**src/rtl/sbox_sched.sv**
```systemverilog
// Sequences the eight DES S-box lookups of one 48-bit word through a single
// shared S-box unit, one box at a time, and assembles the 32-bit result.
module sbox_sched #(
  parameter int SB_LAT = 0
) (
  input  logic        clk,
  input  logic        rst,
  input  logic        start,
  input  logic [1:48] din,
  output logic [2:0]  sb_sel,
  output logic [1:6]  sb_in,
  input  logic [1:4]  sb_out,
  output logic        busy,
  output logic        done,
  output logic [1:32] dout
);

  typedef enum logic [1:0] {IDLE, ISSUE, WAIT, DONE} state_t;

  state_t      state;
  state_t      state_nx;
  logic [2:0]  idx;
  logic [2:0]  idx_nx;
  logic [1:48] din_reg;
  logic [1:32] shadow;
  logic [1:32] shadow_nx;
  logic        accept;
  logic        capture;

  // dout is loaded with the fully assembled word, including the nibble
  // captured on the same edge that enters DONE.
  always_ff @(posedge clk) begin
    if (rst) begin
      state   <= IDLE;
      idx     <= 3'd0;
      din_reg <= '0;
      shadow  <= '0;
      dout    <= '0;
    end else begin
      state  <= state_nx;
      idx    <= idx_nx;
      shadow <= shadow_nx;
      if (accept) begin
        din_reg <= din;
      end
      if (state_nx == DONE) begin
        dout <= shadow_nx;
      end
    end
  end

  always_comb begin
    state_nx = state;
    idx_nx   = idx;
    accept   = 1'b0;
    capture  = 1'b0;
    case (state)
      IDLE, DONE: begin
        if (start) begin
          accept   = 1'b1;
          idx_nx   = 3'd0;
          state_nx = ISSUE;
        end else begin
          state_nx = IDLE;
        end
      end
      ISSUE: begin
        if (SB_LAT == 0) begin
          capture = 1'b1;
          if (idx == 3'd7) begin
            state_nx = DONE;
          end else begin
            idx_nx   = idx + 3'd1;
            state_nx = ISSUE;
          end
        end else begin
          state_nx = WAIT;
        end
      end
      WAIT: begin
        capture = 1'b1;
        if (idx == 3'd7) begin
          state_nx = DONE;
        end else begin
          idx_nx   = idx + 3'd1;
          state_nx = ISSUE;
        end
      end
      default: begin
        state_nx = IDLE;
      end
    endcase
  end

  always_comb begin
    shadow_nx = shadow;
    for (int i = 0; i < 8; i++) begin
      if (capture && (idx == 3'(i))) begin
        shadow_nx[4*i+1 +: 4] = sb_out;
      end
    end
  end

  // The lookup address stays put across ISSUE and WAIT because idx only
  // advances when leaving WAIT.
  always_comb begin
    busy   = (state == ISSUE) || (state == WAIT);
    done   = (state == DONE);
    sb_sel = busy ? idx : 3'd0;
    sb_in  = '0;
    if (busy) begin
      for (int i = 0; i < 8; i++) begin
        if (idx == 3'(i)) begin
          sb_in = din_reg[6*i+1 +: 6];
        end
      end
    end
  end

endmodule

```
**config.mk**
```make
export PLATFORM = sky130hd
export DESIGN_NAME = sbox_sched
export DESIGN_NICKNAME = d
export VERILOG_FILES = /design/src/rtl/sbox_sched.sv
export SDC_FILE = /design/constraint.sdc
export NUM_CORES = 1
export LEC_CHECK = 0
export ABC_AREA = 1
export CORE_MARGIN = 1
export CORE_UTILIZATION = 50
export CTS_CLUSTER_DIAMETER = 30
export DETAILED_ROUTE_END_ITERATION = 6
export PLACE_DENSITY = 0.78
export SETUP_SLACK_MARGIN = 0.15
export SLEW_MARGIN = 40
export SYNTH_ARGS = -nofsm -noshare
export SYNTH_HDL_FRONTEND = slang
export SYNTH_SLANG_ARGS = --single-unit
```
**constraint.sdc**
```tcl
create_clock -name clk -period 2.4 [get_ports clk]
set_clock_uncertainty 0.05 [all_clocks]
set_input_delay 0.6 -clock clk [delete_from_list [all_inputs] [get_ports clk]]
set_output_delay 0.6 -clock clk [all_outputs]
set_load 0.1 [all_outputs]
```
Word-level counts from Yosys, hierarchy flattened
Cells that the tools add are included.
Cells by class
  add/subtract/negate cells: 1
  equality and inequality tests: 13
  mux-type cells: 27
  reduce and logical (&&, ||, !) cells: 14
Operator list (number)
  2-to-1 mux 6 bit: 9
  2-to-1 mux 4 bit: 8
  == test 3 bit (second input constant): 4
  2-to-1 mux 3 bit: 3
  logical AND 1 bit: 8
  == test 2 bit (second input constant): 3
  == test 3 x 2 -> 1 bit (second input constant): 2
  case mux 3 bit (2 select lines): 1
  2-to-1 mux 1 bit: 4
  != test 2 bit (second input constant): 2
  case mux 2 bit (2 select lines): 1
  OR reduction 2 bit: 2
  adder 3 x 1 -> 3 bit (second input constant): 1
  == test 3 x 1 -> 1 bit (second input constant): 1
  logical NOT 3 bit: 1
  == test 2 x 1 -> 1 bit (second input constant): 1
  logical NOT 2 bit: 1
  2-to-1 mux 2 bit: 1
  AND reduction 2 bit: 1
  logical OR 1 bit: 1
Storage, ports and cells
  register bits: 117
  bits of input ports: 55
  logic and storage cells: 60

Depth between registers and ports, before layout
  depth after elaboration: 10
  mapped depth: 13

Worst setup path before layout
OpenSTA, ideal clock, no wires.
  path type: register to output
  start point: register state[0]
  end point: output sb_in[1] (netlist name)
  data arrival time: 3.148 ns
  required time: 1.750 ns
  setup slack: -1.398 ns
  cell stages (with the launch flop): 6
  path buffers: 2
  cells stage by stage: dfxtp_1 -> ha_1 -> buf_4 -> buf_4 -> o21ai_0 -> a21oi_1
Between the ends
  word-level cells in the longest chain between the ends: 3
  elaborated cells on any way between the ends: 4
  those cells by class: 2 x eq/ne; 1 x mux; 1 x reduce/logical
Ends and longest elaborated chain
  start: declaration: RTL line 20  | state_t state;
  start signal: assignment: RTL line 40  | state <= state_nx;
  == test 2 x 1 -> 1 bit or == test 2 bit (tied branches): RTL line 107  | busy = (state == ISSUE) || (state == WAIT);
  logical OR 1 bit *: RTL line 107
  via busy: RTL line 13  | output logic busy,
  2-to-1 mux 6 bit *: RTL line 111  | if (busy) begin
  end: declaration: RTL line 11  | output logic [1:6] sb_in,
The timed path passes the listed nets; every way through them passes the cells marked *.

Worst setup path in the final report
  start point: register idx[0]
  end point: output sb_in[6] (netlist name)
Between the ends
  word-level cells in the longest chain between the ends: 10
  elaborated cells on any way between the ends: 17
  those cells by class: 7 x eq/ne; 9 x mux; 1 x reduce/logical
Ends and longest elaborated chain
  start: declaration: RTL line 22  | logic [2:0] idx;
  start signal: assignment: RTL line 41  | idx <= idx_nx;
  logical NOT 3 bit: RTL line 113  | if (idx == 3'(i)) begin
  2-to-1 mux 6 bit (7 in series): RTL line 113
  2-to-1 mux 6 bit *: RTL line 113
  2-to-1 mux 6 bit *: RTL line 111
Mark *: on every way between the ends. The rest lies on a longest branch, timed or not.

==> flow_summary.yaml <==
drt:
  vias: 4567
  avgViaCountPerCell: 4.975
  firstDrtPassIters: 5
  drt-total-wl_um: 12760
  first_iter_violations: 160
  ant_nets: 0
  drc_errors: 0
  wire_per_inst_um: 13.90
setup_path:
  r2r_setup_slack_ns: 0.32
  crit_type: "flop to primary output"
  crit_arrival_ns: 2.24
  setup.worst_path.start_class: "flop"
  crit_fanout: 7
  worstSetupEndpointType: "primary output"
  required_ns: 1.75
timing:
  worst_pin_slew_ns: 0.4922
  setup_violations: 6
  fin_crit_sh: 1.204
  period_needed_ns: 2.890
  maxSlewHeadroom: 0.6718
  hold_viol_final: 0
  rsz0062_at_grt: "true"
  max_freq_ghz: 0.3460
  layout_setup_ws_ns: -0.4905
  setup_tns_ns: -2.787
  holdWs_ns: 0.4136
  slew_violations: 0
global_routing:
  antenna_found_initial: 0
  grt_pass1_wl_um: 20480
  overflow: 0
  grt_max_degree: 66
  gr-usage-all-layers: 0.2593
  first_global_vias: 4476
clocking:
  ctsHoldBuffers: 0
  cts-root-buf: "clkbuf_8"
  path_clk_slew_ns: 0.06
  clkSinkCount: 113
  cts_buffers: 17
  insertion_delay_ns: 0.51
  clk_path_buf_depth: 2
  cts.htree.levels: 4
  cts_tree: "built"
floorplanning:
  std_cell_rows: 35
  io_pins: 98
  fp.coreArea_um2: 9371
  fp.dieArea_um2: 10180
  start_util: 0.5220
  die_h_um: 100.9
  die_x_um: 100.9
layout:
  finish.utilization: 0.7344
  area_growth_pct: 40.69
  multi_input_area_um2: 2322
  fin_area_um2: 6883
  largest_reg_flops: 48
  nNetsFinal: 838
  drive_gt1_frac: 0.2028
  n_antenna_cell: 0
  fill_cells: 713
  ff_latch_area_um2: 2276
  instances_no_fill: 918
yosys:
  seq_area_frac_synth: 0.4624
  synth_cell_types: 21
  ys_ff_latch: 113
  synth_top_area_frac: 0.4624
  synth_largest_area_cell: "dfxtp_1"
  syn_inst: 681
  syn-num-nets: 743
  yosysWarnings: 0
  synth.avg_cell_area_um2: 7.184
  synth_area_um2: 4892
  synthTopCellsByArea: "dfxtp_1 46%, nor2_1 11%, nand2_1 11%, inv_1 6.1%, o21ai_0 5.4%"
worst_hold_path:
  hp-class: "flop to flop"
power:
  irDropWorstVdd_mv: 0.5484
  powerDensity_nw_per_um2: 726.4
  fin_total_pwr_mw: 4.999
  p_leak_nw: 3.190
placement:
  place.gp.congestion: 0.8283
  dp_slack_ns: 0.05463
  place_hpwl_um: 8318
  portBuffers: 97
  dp_cells: 871
  placed_area_um2: 6081
flow_run:
  drv_cap: 0
outcome:
  violations: "setup timing"
  status: "finished with violations"
[layout by cell type (no fill, tap or decap), drive strengths merged]
cell	n
a21oi	28
buf	65
bufinv	1
clkbuf	18
clkdlybuf4s50	54
clkinv	2
clkinvlp	7
dfxtp	113
ha	7
inv	87
mux2i	16
nand2	144
nand3	12
nor2	140
o211ai	16
o21a	12
o21ai	61
or2	6
[final cells by class]
| class | count | area share |
|---|---|---|
| tap | 129 | 0.02345 |
| clock buffer | 18 | 0.06217 |
| inverter | 82 | 0.04854 |
| multi-input combinational | 442 | 0.3374 |
| sequential | 113 | 0.3307 |
| clock inverter | 14 | 0.02109 |
| timing repair inverter | 1 | 0.0007271 |
| timing repair buffer | 119 | 0.1760 |
[critical path, stage by stage (launching register included)]
cell and delay (ns):
dfxtp_4 0.38, inv_4 0.08, ha_4 0.14, inv_2 0.04, nor2_4 0.23, nand3_2 0.14
nand2_2 0.10, nand2_1 0.05, nand2_1 0.05, nand2_1 0.05, nand2_1 0.07, nand2_2 0.07
a21oi_4 0.15, buf_12 0.19
[where the power goes]
group / switching [mW] / internal, mW / total [mW]
sequential: 0.0466 / 1.95 / 2.00
clock: 0.972 / 1.43 / 2.41
combinational: 0.335 / 0.258 / 0.594
[cell usage after synthesis, drive strengths merged]
library cell  number
or2                6
o21a              12
nor2             140
inv               82
o211ai            16
ha                 7
dfxtp            113
o21ai             61
clkbuf            24
a21oi             28
mux2i             16
nand2            144
nand3             12
buf               20
[worst paths after layout]
kind / cells past startpoint / to / from
worst max-delay path: 13 / sb_in[6] / idx[0]
worst min-delay path: 2 / dout[25] / dout[25]
worst max register to register: 9 / dout[10] / state[1]
worst min register to register: 2 / dout[25] / dout[25]
[cells by family (layout without fill, tap and decap cells)]
group | Yosys count | in the layout | share of synthesized area
fa+ha+maj | 7 | 7 | 0.01790
compound gates | 117 | 117 | 0.1340
buf+inv | 126 | 234 | 0.1084
simple gates | 302 | 302 | 0.2445
mux | 16 | 16 | 0.03274
flops | 113 | 113 | 0.4624
[routing by layer]
| metal | vias up | share of wire | GRT usage |
|---|---|---|---|
| li1 | 2308 | - | - |
| met1 | 2111 | 0.42 | 0.2923 |
| met2 | 126 | 0.51 | 0.4721 |
| met3 | 22 | 0.049 | 0.05964 |
| met4 | 0 | 0.019 | 0.1014 |
| met5 | - | 0 | 0 |
[repair_timing]
| item | CTS | global route |
|---|---|---|
| gates cloned | 1 | 0 |
| resized for setup | 20 | 10 |
| endpoints found under the setup margin | 9 | 10 |
| setup buffers | 12 | 2 |
| pin swaps | 13 | 10 |
(Power assumes the default switching activity.)
